`src/rtl/arm_multicycle_controller.sv`:
```
// Multicycle ARM control unit: instruction decode, NZCV flag register,
// condition evaluation and the Moore state machine that sequences the
// datapath one operation per cycle over a shared memory port.
module arm_multicycle_controller (
    input  logic        clk,
    input  logic        reset,
    input  logic [19:0] Instr,
    input  logic [3:0]  ALUFlags,
    output logic        PCWrite,
    output logic        AdrSrc,
    output logic        MemWrite,
    output logic        IRWrite,
    output logic        RegWrite,
    output logic [1:0]  ResultSrc,
    output logic        ALUSrcA,
    output logic [1:0]  ALUSrcB,
    output logic [1:0]  ALUControl,
    output logic [1:0]  ImmSrc,
    output logic [1:0]  RegSrc,
    output logic [3:0]  Flags
);

    typedef enum logic [3:0] {
        S_FETCH,
        S_DECODE,
        S_MEMADR,
        S_MEMRD,
        S_MEMWB,
        S_MEMWR,
        S_EXECR,
        S_EXECI,
        S_ALUWB,
        S_BRANCH
    } state_t;

    localparam logic [1:0] OP_DP  = 2'b00;
    localparam logic [1:0] OP_MEM = 2'b01;
    localparam logic [1:0] OP_B   = 2'b10;

    localparam logic [1:0] ALU_ADD = 2'b00;
    localparam logic [1:0] ALU_SUB = 2'b01;
    localparam logic [1:0] ALU_AND = 2'b10;
    localparam logic [1:0] ALU_ORR = 2'b11;

    state_t      state_reg, state_next, out_state;
    logic [3:0]  flags_reg;

    // Instruction fields; Instr carries bits [31:12] of the instruction word
    logic [3:0]  cond;
    logic [1:0]  op;
    logic        imm_i;
    logic [3:0]  cmd;
    logic        s_bit;
    logic        up;
    logic        rd_is_pc;
    logic        unused_rn;

    assign cond      = Instr[19:16];
    assign op        = Instr[15:14];
    assign imm_i     = Instr[13];
    assign cmd       = Instr[12:9];
    assign s_bit     = Instr[8];
    assign up        = Instr[11];
    assign rd_is_pc  = (Instr[3:0] == 4'd15);
    assign unused_rn = ^Instr[7:4];

    logic [1:0]  dp_alu;
    logic        no_write;
    logic        cv_write;
    logic        cond_ex;

    // Data-processing command decode; unknown commands act as a non-writing ADD
    always_comb begin
        dp_alu   = ALU_ADD;
        no_write = 1'b0;
        case (cmd)
            4'b0100: dp_alu = ALU_ADD;
            4'b0010: dp_alu = ALU_SUB;
            4'b0000: dp_alu = ALU_AND;
            4'b1100: dp_alu = ALU_ORR;
            4'b1010: begin
                dp_alu   = ALU_SUB;
                no_write = 1'b1;
            end
            default: begin
                dp_alu   = ALU_ADD;
                no_write = 1'b1;
            end
        endcase
    end

    // Carry and overflow are only meaningful for arithmetic operations
    assign cv_write = (dp_alu == ALU_ADD) || (dp_alu == ALU_SUB);

    // ARM condition table evaluated against the registered flags
    always_comb begin
        logic n, z, c, v;
        {n, z, c, v} = flags_reg;
        cond_ex = 1'b0;
        case (cond)
            4'h0: cond_ex = z;
            4'h1: cond_ex = ~z;
            4'h2: cond_ex = c;
            4'h3: cond_ex = ~c;
            4'h4: cond_ex = n;
            4'h5: cond_ex = ~n;
            4'h6: cond_ex = v;
            4'h7: cond_ex = ~v;
            4'h8: cond_ex = c & ~z;
            4'h9: cond_ex = ~c | z;
            4'hA: cond_ex = (n == v);
            4'hB: cond_ex = (n != v);
            4'hC: cond_ex = ~z & (n == v);
            4'hD: cond_ex = z | (n != v);
            4'hE: cond_ex = 1'b1;
            default: cond_ex = 1'b0;
        endcase
    end

    // While reset is held the outputs present the FETCH selects
    assign out_state = reset ? S_FETCH : state_reg;

    logic ir_w, reg_w, mem_w, next_pc, branch, flag_w;

    // Next-state logic and Moore outputs of the control sequencer
    always_comb begin
        state_next = state_reg;
        ir_w       = 1'b0;
        reg_w      = 1'b0;
        mem_w      = 1'b0;
        next_pc    = 1'b0;
        branch     = 1'b0;
        flag_w     = 1'b0;
        AdrSrc     = 1'b0;
        ResultSrc  = 2'b00;
        ALUSrcA    = 1'b0;
        ALUSrcB    = 2'b00;
        ALUControl = ALU_ADD;

        case (state_reg)
            S_FETCH:  state_next = S_DECODE;
            S_DECODE: begin
                case (op)
                    OP_DP:   state_next = imm_i ? S_EXECI : S_EXECR;
                    OP_MEM:  state_next = S_MEMADR;
                    OP_B:    state_next = S_BRANCH;
                    default: state_next = S_FETCH;
                endcase
            end
            S_MEMADR: state_next = s_bit ? S_MEMRD : S_MEMWR;
            S_MEMRD:  state_next = S_MEMWB;
            S_EXECR,
            S_EXECI:  state_next = S_ALUWB;
            default:  state_next = S_FETCH;
        endcase

        case (out_state)
            S_FETCH: begin
                ir_w       = 1'b1;
                ALUSrcA    = 1'b1;
                ALUSrcB    = 2'b10;
                ResultSrc  = 2'b10;
                ALUControl = ALU_ADD;
                next_pc    = 1'b1;
            end
            S_DECODE: begin
                ALUSrcA    = 1'b1;
                ALUSrcB    = 2'b10;
                ResultSrc  = 2'b10;
                ALUControl = ALU_ADD;
            end
            S_MEMADR: begin
                ALUSrcB    = 2'b01;
                ALUControl = up ? ALU_ADD : ALU_SUB;
            end
            S_MEMRD:  AdrSrc = 1'b1;
            S_MEMWR: begin
                AdrSrc = 1'b1;
                mem_w  = 1'b1;
            end
            S_MEMWB: begin
                ResultSrc = 2'b01;
                reg_w     = 1'b1;
            end
            S_EXECR: begin
                ALUSrcB    = 2'b00;
                ALUControl = dp_alu;
                flag_w     = 1'b1;
            end
            S_EXECI: begin
                ALUSrcB    = 2'b01;
                ALUControl = dp_alu;
                flag_w     = 1'b1;
            end
            S_ALUWB: begin
                ResultSrc = 2'b00;
                reg_w     = ~no_write;
            end
            S_BRANCH: begin
                ALUSrcB    = 2'b01;
                ALUControl = ALU_ADD;
                ResultSrc  = 2'b10;
                branch     = 1'b1;
            end
            default: ;
        endcase
    end

    // A register write that targets R15 redirects the PC like a branch
    assign PCWrite  = ~reset & (next_pc | ((branch | (reg_w & rd_is_pc)) & cond_ex));
    assign IRWrite  = ~reset & ir_w;
    assign RegWrite = ~reset & reg_w & cond_ex;
    assign MemWrite = ~reset & mem_w & cond_ex;
    assign ImmSrc   = op;
    assign RegSrc   = {(op == OP_MEM) & ~s_bit, (op == OP_B)};
    assign Flags    = flags_reg;

    // State register
    always_ff @(posedge clk) begin
        if (reset) state_reg <= S_FETCH;
        else       state_reg <= state_next;
    end

    // Per-bit flag registers: N,Z (bits 3,2) on any flag-setting op, C,V only for arithmetic
    logic flag_upd;
    assign flag_upd = flag_w & s_bit & cond_ex;

    genvar gi;
    generate
        for (gi = 0; gi < 4; gi++) begin : g_flag
            localparam bit IS_NZ = (gi >= 2);
            // Capture this flag bit from the ALU at the end of an enabled execute step
            always_ff @(posedge clk) begin
                if (reset)
                    flags_reg[gi] <= 1'b0;
                else if (flag_upd && (IS_NZ || cv_write))
                    flags_reg[gi] <= ALUFlags[gi];
            end
        end
    endgenerate

endmodule

```
`config.mk`:
```
export PLATFORM = sky130hd
export DESIGN_NAME = arm_multicycle_controller
export DESIGN_NICKNAME = d
export VERILOG_FILES = /design/src/rtl/arm_multicycle_controller.sv
export SDC_FILE = /design/constraint.sdc
export NUM_CORES = 1
export LEC_CHECK = 0
export BUFFER_PORTS_ARGS = -buffer_cell sky130_fd_sc_hd__buf_2
export CORE_MARGIN = 3
export CORE_UTILIZATION = 45
export CTS_CLUSTER_DIAMETER = 120
export CTS_CLUSTER_SIZE = 24
export DETAILED_ROUTE_END_ITERATION = 6
export PLACE_DENSITY = 0.79
export SYNTH_ARGS = -nofsm -noshare
export SYNTH_HDL_FRONTEND = slang
export SYNTH_SLANG_ARGS = --single-unit
```
`constraint.sdc`:
```
create_clock -name clk -period 2.1 [get_ports clk]
set_input_delay 0.42 -clock clk [delete_from_list [all_inputs] [get_ports clk]]
set_output_delay 0.42 -clock clk [all_outputs]
set_load 0.01 [all_outputs]
```
* Word-level counts from Yosys, hierarchy flattened *
Cells that the tools add are included.

cells by class
  muxes and demuxes = 18
  reductions and logical operators = 16
  bitwise gates (word level) = 23
  equality and inequality tests = 38

operators with widths
  cell                                                                   number
  4-bit equality test, second input constant                             12
  4-bit by 3-bit equality test with 1-bit output, second input constant  11
  4-bit by 2-bit equality test with 1-bit output, second input constant  7
  4-bit one-hot mux with 5 select lines                                  1
  4-bit logical NOT                                                      4
  1-bit one-hot mux with 15 select lines                                 1
  1-bit AND                                                              13
  4-bit by 1-bit equality test with 1-bit output, second input constant  3
  2-bit one-hot mux with 2 select lines                                  3
  4-bit one-hot mux with 3 select lines                                  1
  2-bit OR reduction                                                     5
  1-bit 2-to-1 mux                                                       8
  1-bit inverter                                                         6
  2-bit one-hot mux with 3 select lines                                  1
  3-bit OR reduction                                                     2
  2-bit by 1-bit equality test with 1-bit output, second input constant  2
  2-bit logical NOT                                                      2
  4-bit 2-to-1 mux                                                       1
  1-bit OR                                                               4
  4-bit OR reduction                                                     1
  3-bit 2-to-1 mux                                                       1
  2-bit equality test, second input constant                             1
  1-bit one-hot mux with 2 select lines                                  1
  1-bit equality test                                                    1
  3 further kinds                                                        3

storage, ports and cells
  input port bits = 26
  register bits after elaboration = 8
  output and inout bits = 20
  logic and storage cells = 100

* Depth between registers and ports, before layout *
Gate-level depths: netlist of run 1.

  word-level depth = 8
  mapped depth = 6
  gate-level depth less buffers = 5

* Least setup slack after synthesis of run 1 *
OpenSTA, ideal clock, no wires.

  path kind = input to output
  start = input Instr[16]
  end = output PCWrite
  stages on the path = 6
  setup slack = 0.082 ns
  data arrival time = 1.598 ns
  data required time = 1.680 ns
  buffers on the path = 1
  cells stage by stage = buf_6 and3b_1 or2_1 o31a_1 nor3_2 o21bai_1

between the ends
  longest elaborated chain between the ends = 5
  elaborated cells on any way between the ends = 19
  classes of those cells = eq/ne (14); mux (1); bitwise (3); reduce/logical (1)

ends and longest elaborated chain
  element                                            RTL line  text
  start: declaration                                 7         input logic [19:0] Instr,
  4-bit equality test, or another cell as far along  100       case (cond)
  1-bit one-hot mux with 15 select lines (*)         100
  1-bit AND (*)                                      210       assign PCWrite = ~reset & (next_pc | ((branch | (reg_w & rd_is_pc)) & cond_ex));
  1-bit OR (*)                                       210
  1-bit AND (*)                                      210
  end: declaration                                   9         output logic PCWrite,

Mark *: on every way between the ends. The rest lies on a longest branch, timed or not.

* Worst setup path in the final report of run 1 *
  start = register flags_reg[0], in the netlist Flags[0]
  end = output PCWrite

between the ends
  longest elaborated chain between the ends = 6
  elaborated cells on any way between the ends = 9
  classes of those cells = eq/ne (2); mux (1); bitwise (6)

ends and longest elaborated chain
  element                                               RTL line  text
  start: declaration                                    46        logic [3:0] flags_reg;
  start signal: indexed assignment                      237       flags_reg[gi] <= ALUFlags[gi];
  1-bit != test or 1-bit equality test (tied branches)  -
  1-bit OR or 1-bit AND (tied branches)                 114, 113
  1-bit one-hot mux with 15 select lines (*)            100
  1-bit AND (*)                                         210
  1-bit OR (*)                                          210
  1-bit AND (*)                                         210

Marks and branches as above.

==> run_results.csv, run 1 <==
group,metric,value,unit
detailed_routing,drcViolationCount,0,
clock_tree,htree_levels,1,
detailed_routing,first_pass_iters,4,
critical_path,path_cells,"buf_6 > nand4bb_1 > o311ai_1 > o31a_1 > nor3_4 > o21bai_1 > buf_2",
grt,first_global_vias,1088,
die,core,0.00184,mm²
pwr,cellPowerDensity,338,mW/mm²
layout,final_cell_mix,"41 x buf_2, 27 x buf_4, 8 x nor2b_1",
layout,fin_area,0.00146,mm²
clock_tree,clock-sinks,8,
synth,ys_seq_elements,8,
synth,synth-async-reset-ratio,0,
critical_path,required,1.68,ns
detailed_routing,wl_per_cell,14.3,µm
clock_tree,root_buffer,"clkbuf_4",
critical_path,critical_path.endpoint_type,"output port",
grt,grt_max_degree,14,
timing,hold_violations,0,
timing,relSlewSlack,0.636,
grt,met1_usage,0.313,
pwr,swShare,0.339,
critical_path,slowest_delay,0.40,ns
critical_path,r2r_slack,0.22,ns
pwr,internal-power,325,µW
critical_path,crit_arrival,1.79,ns
job,cap_violations,0,
die,rows,15,
layout,area_delta_synth_final,54.9,%
critical_path,cp-start-kind,"flip-flop",
pwr,vdd.ir_drop.worst,0.351,mV
detailed_routing,drt_iter0_drc,36,
layout,layout-drive-gt1-share,0.497,
pwr,leakage,0.665,nW
min_path,hold_end,"Flags[0]",
critical_path,worstReg2RegEnd,"Flags[0]",
timing,setup_viol,3,
grt,grt_pass1_wl,4750,µm
timing,finalSetupTns,-0.284,ns
min_path,hp-start,"ALUFlags[0]",
clock_tree,clockBufferDepth,2,
pwr,pwr-share-clk,0.252,
timing,period_share,1.05,
critical_path,crit_fanout,6,
clock_tree,clock_latency,0.26,ns
clock_tree,cts_buffers,3,
synth,avgSynthCellArea,7.58,µm²
timing,rsz0062_at_grt,"yes",
synth,yosysSeqAreaShare,0.170,
critical_path,crit_slowest_cell,"dfxtp_4",
die,chipWidth,51.7,µm
grt,met3_usage,0.0516,
grt,antenna_found_initial,0,
timing,clock_skew,0.00180,ns
clock_tree,cts_hold_buf,0,
placed_design,portBuffers,41,
placed_design,gp_congestion,0.843,
layout,final_common_cell,"buf_2",
synth,synthFlopType,"dfxtp_1",
timing,hold_slack,0.410,ns
clock_tree,cts_tree,"built",
detailed_routing,ant_nets,0,
clock_tree,path_clk_slew,0.05,ns
layout,fin_nets,217,
grt,globalRouteMet2Util,0.358,
die,die_h,51.7,µm
pwr,p_seq_frac,0.326,
synth,yosysWarnings,0,
pwr,p_switching,167,µW
critical_path,critPathBufInv,2,
grt,busiest_layer,"met2",
synth,synth_area,940,µm²
critical_path,reg2regPathDepth,8,
placed_design,hpwl,2230,µm
min_path,hold_class,"in -> reg",
detailed_routing,viasPerCell,5.82,
synth,synth_cells,124,
critical_path,critical_path.top_delay_family,"compound AO/OA/AOI/OAI gates",
synth,synth.net_count,150,
timing,fmax,453,MHz
timing,fin_ws,-0.107,ns
die,start_util,0.511,
timing,tightest_slew,0.542,ns
layout,final_core_util,0.791,
critical_path,path_class,"reg -> out",
grt,grt.overflow.total,0,
min_path,whs_path_depth,3,
die,ios,46,
layout,n_antenna_cell,0,
synth,synth.lib_cells_used.distinct,47,
critical_path,r2r_start,"Flags[0]",
status,outcome,"finished with violations",
detailed_routing,num_vias,1245,
synth,synth_edf_count,0,
die,die_area,0.00267,mm²
timing,slew_viol_final,0,
pwr,p_comb_frac,0.422,
status,violations,"negative setup slack",
grt,grt_usage,0.229,
placed_design,place_area,0.00132,mm²
timing,min_period,2.21,ns
detailed_routing,routed_wl,3050,µm
-- area by class of cell --
| cell class | count | area (µm²) |
|---|---|---|
| Timing Repair Buffer | 69 | 419 |
| Sequential cell | 8 | 169 |
| Clock buffer | 3 | 22.5 |
| Tap cell | 25 | 31.3 |
| Fill cell | 133 | 384 |
| Multi-Input combinational cell | 106 | 802 |
| Inverter | 3 | 11.3 |
-- cells in the mapped netlist (all sizes together) (2+ instances only) --
cell     instances  area (µm²)
nand2            6        22.5
xor2             2        17.5
a41oi            2        17.5
and2             3        18.8
nor4b            2        17.5
nand2b           3        18.8
o21bai           2        15.0
or4b             2        20.0
nor4             2        12.5
nor3b            4        30.0
nand3            2        10.0
nor2b            8        50.1
mux2i            3        30.0
nand4            3        18.8
o31ai            4        35.0
dfxtp            8         160
o21ai            5        25.0
or3              3        18.8
a31oi            2        12.5
nand3b           3        22.5
nor2             7        26.3
a22oi            2        15.0
o31a             2        17.5
or2              4        25.0
a21oi            5        25.0
mux2             2        22.5
a21boi           2        15.0
xnor2            3        26.3
inv              3        11.3
buf              4        30.0
nand4bb          2        22.5
nor3             7        40.0
clkbuf           3        11.3
-- power groups by stage --
stage          Sequential [mW]  Combinational (mW)  Clock [mW]
4_1_cts                  0.160               0.195       0.130
2_1_floorplan            0.165              0.0940           0
5_1_grt                  0.161               0.226       0.136
6_report                 0.160               0.208       0.124
3_5_place_dp             0.164               0.185           0
3_3_place_gp             0.164               0.178           0
-- metal layers --
| metal | vias up | wire (µm) |
|---|---|---|
| li1 | 600 | - |
| met1 | 580 | 1310 |
| met2 | 61 | 1410 |
| met3 | 4 | 297 |
| met4 | 0 | 32 |
| met5 | - | 0 |
-- logic make-up (layout without fill, tap and decap cells) --
family	after synthesis	in the layout	share of synthesized area
AND/OR/NAND/NOR	65	65	0.439
AO/OA/AOI/OAI	31	31	0.232
buffers and inverters	10	75	0.0559
flip-flops	8	8	0.170
XOR/XNOR	5	5	0.0466
multiplexers	5	5	0.0559
-- through the flow --
stage                     power (mW)  setup WS (ns)  std cells
final                          0.492         -0.107        214
after global routing           0.524         -0.207        214
after CTS                      0.484         -0.115        213
after detailed placement       0.350        -0.0937        208
after global placement         0.342        -0.0706        208
after floorplan                0.259         0.0824        124
-- worst max path at each step --
stage	startpoint	endpoint	slack [ns]	depth (start not counted)
finish	Flags[0]	PCWrite	-0.11	7
global placement	Instr[18]	PCWrite	-0.07	7
CTS	Flags[0]	PCWrite	-0.11	7
floorplan	Instr[16]	PCWrite	0.08	6
detailed placement	Instr[18]	PCWrite	-0.09	7
global route	Flags[0]	RegWrite	-0.21	7
-- worst register-to-register path, delay by kind of cell, from the launching register on --
kind | cells | cell delay, ns
AO/OA/AOI/OAI | 4 | 0.85
buffers and inverters | 3 | 0.41
flip-flops | 1 | 0.40
AND/OR/NAND/NOR | 1 | 0.10
-- what timing repair did --
action | in CTS | in global routing
setup endpoints to repair | 4 | 5
pin swaps | 5 | 2
resized for setup | 14 | 8
buffers inserted | 2 | 1
Power figures use the tool's default switching activity.
==> run 2, diff against run 1 <==
Settings changed: ABC_AREA set to 1, BUFFER_PORTS_ARGS -buffer_cell sky130_fd_sc_hd__buf_2 to not set, CORE_UTILIZATION 45 to 61, DONT_BUFFER_PORTS set to 1, PLACE_DENSITY 0.79 to 0.77, SKIP_LAST_GASP set to 1.
==> run_results.csv, run 2 <==
group,metric,value,unit
status,outcome,"finished, final reports clean",
job,cap_violations,0,
critical_path,required,1.68,ns
critical_path,cp-start-kind,"flip-flop",
timing,clock_skew,0.000202,ns
clock_tree,htree_levels,1,
die,start_util,0.711,
detailed_routing,drcViolationCount,0,
detailed_routing,drt_iter0_drc,67,
min_path,hp-start,"reset",
pwr,cellPowerDensity,423,mW/mm²
synth,yosysWarnings,0,
timing,finalSetupTns,0,ns
synth,synth.net_count,184,
layout,fin_nets,189,
clock_tree,clock-sinks,8,
grt,grt_usage,0.227,
timing,relSlewSlack,0.760,
grt,antenna_found_initial,0,
layout,n_antenna_cell,0,
pwr,pwr-share-clk,0.290,
detailed_routing,ant_nets,0,
grt,grt_max_degree,10,
timing,min_period,2.00,ns
synth,synthTopCellsByArea,"dfxtp_1 19%, nand2_1 18%, nor2_1 12%",
synth,synth_common_cells,"41 x nand2_1, 27 x nor2_1, 20 x inv_1",
critical_path,critical_path.endpoint_type,"output port",
critical_path,worstReg2RegEnd,"Flags[0]",
pwr,p_seq_frac,0.424,
synth,avgSynthCellArea,5.47,µm²
detailed_routing,num_vias,1013,
critical_path,slowest_delay,0.32,ns
clock_tree,clock_latency,0.24,ns
pwr,internal-power,258,µW
die,die_h,43.6,µm
min_path,hold_end,"Flags[2]",
critical_path,crit_arrival,1.58,ns
clock_tree,clockBufferDepth,2,
timing,slew_viol_final,0,
pwr,swShare,0.326,
synth,synth.largest_area_cell,"dfxtp_1",
synth,ys_seq_elements,8,
placed_design,place_ws,0.383,ns
clock_tree,path_clk_slew,0.05,ns
die,die_area,0.00190,mm²
grt,grt_pass1_wl,3480,µm
layout,final_common_cell,"nand2_1",
detailed_routing,first_pass_iters,4,
critical_path,crit_slowest_cell,"dfxtp_1",
detailed_routing,routed_wl,2130,µm
synth,synth_top_area_share,0.185,
detailed_routing,viasPerCell,5.79,
layout,area_delta_synth_final,4.78,%
grt,grt.overflow.total,0,
placed_design,portBuffers,0,
timing,setup_viol,0,
critical_path,r2r_slack,0.67,ns
clock_tree,cts_tree,"built",
critical_path,crit_fanout,4,
pwr,power,383,µW
timing,fin_ws,0.101,ns
timing,hold_slack,0.233,ns
timing,tightest_slew,0.356,ns
timing,hold_violations,0,
critical_path,r2r_start,"Flags[1]",
synth,synth.lib_cells_used.distinct,22,
detailed_routing,wl_per_cell,12.2,µm
grt,first_global_vias,885,
pwr,p_switching,125,µW
synth,synth_edf_count,0,
layout,layout-drive-gt1-share,0.143,
clock_tree,root_buffer,"clkbuf_4",
min_path,whs_path_depth,1,
layout,final_cell_mix,"41 x nand2_1, 27 x nor2_1, 20 x inv_1",
timing,fmax,500,MHz
die,rows,12,
synth,synthFlopType,"dfxtp_1",
pwr,vdd.ir_drop.worst,0.395,mV
synth,yosysSeqAreaShare,0.185,
min_path,hold_class,"in -> reg",
synth,synth_most_common_cell,"nand2_1",
critical_path,reg2regPathDepth,11,
die,chipWidth,43.6,µm
pwr,leakage,0.438,nW
die,core,0.00122,mm²
critical_path,crit_path_frequent_cell,"nand2_1",
clock_tree,cts_buffers,3,
placed_design,gp_congestion,0.833,
timing,period_share,0.952,
synth,synth_cells,158,
critical_path,path_class,"reg -> out",
die,ios,46,
critical_path,path_cells,"inv_1 > nor2_1 > nand2_1 > nor2_1 > a31oi_1 > o21ai_0 > nand2_1 > nand2_1",
layout,final_core_util,0.745,
placed_design,hpwl,1790,µm
timing,rsz0062_at_grt,"no",
synth,synth_area,865,µm²
synth,synth-async-reset-ratio,0,
pwr,p_comb_frac,0.285,
-- run 2: cell count changes after synthesis, sizes merged, moves of 4 or more --
cell / delta
o31ai: -4
nand2: +39
nor3b: -4
nor2: +23
nor2b: -8
nand3: +18
inv: +20
-- run 2: layout make-up --
class                      instances  area, µm²
tap                               14       17.5
inverter                          25       93.8
timing repair buffer               3       22.5
fill                             112        310
multi-input combinational        122        588
sequential                         8        161
clock buffer                       3       22.5
-- run 2: timing repair --
item | 4_1_cts | 5_1_grt
endpoints found under the setup margin | 0 | 1
buffers inserted | 0 | 0
gates resized for setup | 0 | 1
hold buffers | 0 | 0
-- run 2: cell families after synthesis --
family,synth area share
and+or+nand+nor,0.577
buffers and inverters,0.135
AOI/OAI and AO/OA,0.103
DFF,0.185
-- run 2: metrics by stage --
step / instances / cell area [µm²]
floorplan: 158 / 865
CTS: 175 / 905
detailed placement: 172 / 882
global placement: 172 / 882
global route: 175 / 906
finish: 175 / 906
-- run 2: critical path: cells and delay by family (launching register included) --
| kind | cells | cell delay (ns) |
|---|---|---|
| AO/OA/AOI/OAI | 2 | 0.27 |
| flip-flops | 1 | 0.32 |
| AND/OR/NAND/NOR | 5 | 0.70 |
| buffers and inverters | 1 | 0.05 |
-- run 2: metal layers --
metal / global-route usage / wire [µm]
met4: 0.0542 / 31
met2: 0.346 / 911
met5: 0 / 0
met1: 0.337 / 961
met3: 0.0249 / 227
-- run 2: worst max path at each step --
stage          slack (ns)         start  depth (start not counted)      end
2_1_floorplan        0.35         reset                          7  PCWrite
3_3_place_gp         0.41      Flags[0]                          9  PCWrite
3_5_place_dp         0.38      Flags[0]                          9  PCWrite
4_1_cts              0.12      Flags[0]                          9  PCWrite
5_1_grt              0.01  state_reg[2]                          8  PCWrite
6_report             0.10  state_reg[2]                          8  PCWrite
-- run 2: power by group through the flow --
stage / Combinational (mW) / Clock [mW] / Sequential, mW
after floorplan: 0.0951 / 0 / 0.164
after global placement: 0.105 / 0 / 0.166
after detailed placement: 0.108 / 0 / 0.166
after CTS: 0.108 / 0.112 / 0.162
after global routing: 0.124 / 0.119 / 0.163
final: 0.109 / 0.111 / 0.163
==> run 3, diff against run 2 <==
Settings changed: ABC_CLOCK_PERIOD_IN_PS set to 2100, REMOVE_ABC_BUFFERS set to 1.
==> run_results.csv, run 3 (synthesis gave the netlist of run 2 again) <==
group,metric,value,unit
status,outcome,"finished, final reports clean",
critical_path,r2r_start,"Flags[1]",
timing,slew_viol_final,0,
grt,grt_usage,0.219,
critical_path,crit_slowest_cell,"dfxtp_1",
clock_tree,htree_levels,1,
critical_path,path_class,"reg -> out",
die,core,0.00122,mm²
layout,final_cell_mix,"41 x nand2_1, 26 x nor2_1, 20 x inv_1",
clock_tree,ctsResizeCount,0,
layout,final_core_util,0.735,
placed_design,gp_congestion,0.892,
layout,area_delta_synth_final,3.33,%
critical_path,cp-start-kind,"flip-flop",
critical_path,worstSetupEndpoint,"PCWrite",
critical_path,required,1.68,ns
detailed_routing,drt_iter0_drc,26,
critical_path,critPathBufInv,1,
critical_path,worstReg2RegEnd,"Flags[1]",
clock_tree,clockBufferDepth,2,
clock_tree,postCtsSetupRepairBufs,0,
timing,fmax,505,MHz
pwr,p_seq_frac,0.414,
die,start_util,0.711,
layout,n_antenna_cell,0,
timing,period_share,0.943,
clock_tree,cts_tree,"built",
layout,multiInputGateArea,591,µm²
critical_path,crit_path_start,"Flags[1]",
die,rows,12,
critical_path,crit_path_frequent_cell,"nand2_1",
layout,regArea,161,µm²
die,die_h,43.6,µm
critical_path,reg2regPathDepth,11,
min_path,hold_class,"in -> reg",
timing,setup_viol,0,
min_path,whs_path_depth,1,
pwr,p_switching,136,µW
critical_path,critical_path.endpoint_type,"output port",
clock_tree,cts_hold_buf,0,
layout,final_common_cell,"nand2_1",
grt,first_global_vias,776,
timing,min_period,1.98,ns
timing,hold_violations,0,
detailed_routing,drcViolationCount,0,
placed_design,portBuffers,0,
grt,grt_pass1_wl,3190,µm
timing,finalSetupTns,0,ns
layout,fill_cells,109,
critical_path,worstSetupPathDepth,9,
critical_path,path_cells,"inv_1 > a21oi_1 > nand2_1 > nand2_1 > nand2_2 > nor2_4 > nand2_4 > nand2_1 > nand2_1",
clock_tree,path_clk_slew,0.05,ns
clock_tree,clock_latency,0.26,ns
placed_design,hpwl,1690,µm
pwr,leakage,0.428,nW
detailed_routing,num_vias,1006,
clock_tree,root_buffer,"clkbuf_4",
die,ios,46,
die,die_area,0.00190,mm²
timing,relSlewSlack,0.757,
critical_path,slowest_delay,0.44,ns
pwr,vdd.ir_drop.worst,0.347,mV
timing,tightest_slew,0.361,ns
grt,grt_max_degree,11,
pwr,p_comb_frac,0.273,
detailed_routing,routed_wl,2080,µm
critical_path,crit_arrival,1.56,ns
detailed_routing,wl_per_cell,12.0,µm
pwr,internal-power,258,µW
pwr,pwr-share-clk,0.313,
grt,antenna_found_initial,0,
layout,fin_nets,187,
job,cap_violations,0,
detailed_routing,ant_nets,0,
timing,clock_skew,0.00190,ns
critical_path,critical_path.top_delay_family,"simple AND/OR/NAND/NOR gates",
pwr,swShare,0.346,
grt,grt.overflow.total,0,
layout,layout-drive-gt1-share,0.138,
die,chipWidth,43.6,µm
clock_tree,clock-sinks,8,
timing,rsz0062_at_grt,"no",
critical_path,crit_fanout,7,
clock_tree,cts_buffers,3,
detailed_routing,viasPerCell,5.82,
critical_path,r2r_slack,0.65,ns
detailed_routing,first_pass_iters,4,
pwr,cellPowerDensity,441,mW/mm²
-- run 3: cell count changes in the layout (fill, tap and decap cells not counted) --
cell,before,now
buf_4,3,1
nor2_1,27,26
nor2_2,0,1
-- run 3: layer usage --
metal  global-route usage  share of wire  vias up
met1                0.318           0.45      431
met3               0.0373           0.11        3
met5                    0              0        -
met4                0.108          0.014        0
li1                     -              -      505
met2                0.305           0.42       67
-- run 3: worst min-delay path by stage --
| stage | from | end | slack [ns] |
|---|---|---|---|
| after floorplan | reset | Flags[2] | 0.48 |
| after global placement | reset | Flags[2] | 0.49 |
| after detailed placement | reset | Flags[2] | 0.49 |
| after CTS | reset | Flags[2] | 0.21 |
| after global routing | reset | Flags[3] | 0.20 |
| final | reset | Flags[3] | 0.21 |
-- run 3: layout make-up --
type / instances / area share
Clock buffer: 3 / 0.0252
Inverter: 25 / 0.105
Multi-Input combinational cell: 122 / 0.661
Sequential cell: 8 / 0.181
Tap cell: 14 / 0.0196
Timing Repair Buffer: 1 / 0.00840
-- run 3: power by group through the flow --
stage	logic, mW	clock network (mW)	registers [mW]
detailed placement	0.106	0	0.166
finish	0.108	0.123	0.163
global placement	0.103	0	0.166
CTS	0.107	0.124	0.163
floorplan	0.0880	0	0.164
global route	0.121	0.132	0.163
-- run 3: worst reg2reg max path, cell delays in order, from the launching register on --
cell,delay [ns]
dfxtp_1,0.44
inv_1,0.12
a21oi_1,0.15
nand2_1,0.07
nand2_1,0.07
nand2_2,0.06
nor2_4,0.12
nand2_4,0.10
nand3_2,0.08
nand2_1,0.05
inv_1,0.05
nor2_1,0.04
-- run 3: per-stage QoR --
step	cells	setup WS (ns)	total power [mW]	area, µm²	hold WS [ns]
2_1_floorplan	155	0.510	0.252	842	0.482
3_3_place_gp	170	0.378	0.269	867	0.485
3_5_place_dp	170	0.365	0.272	867	0.487
4_1_cts	173	0.0749	0.393	890	0.211
5_1_grt	173	0.00125	0.416	893	0.200
6_report	173	0.119	0.394	893	0.207
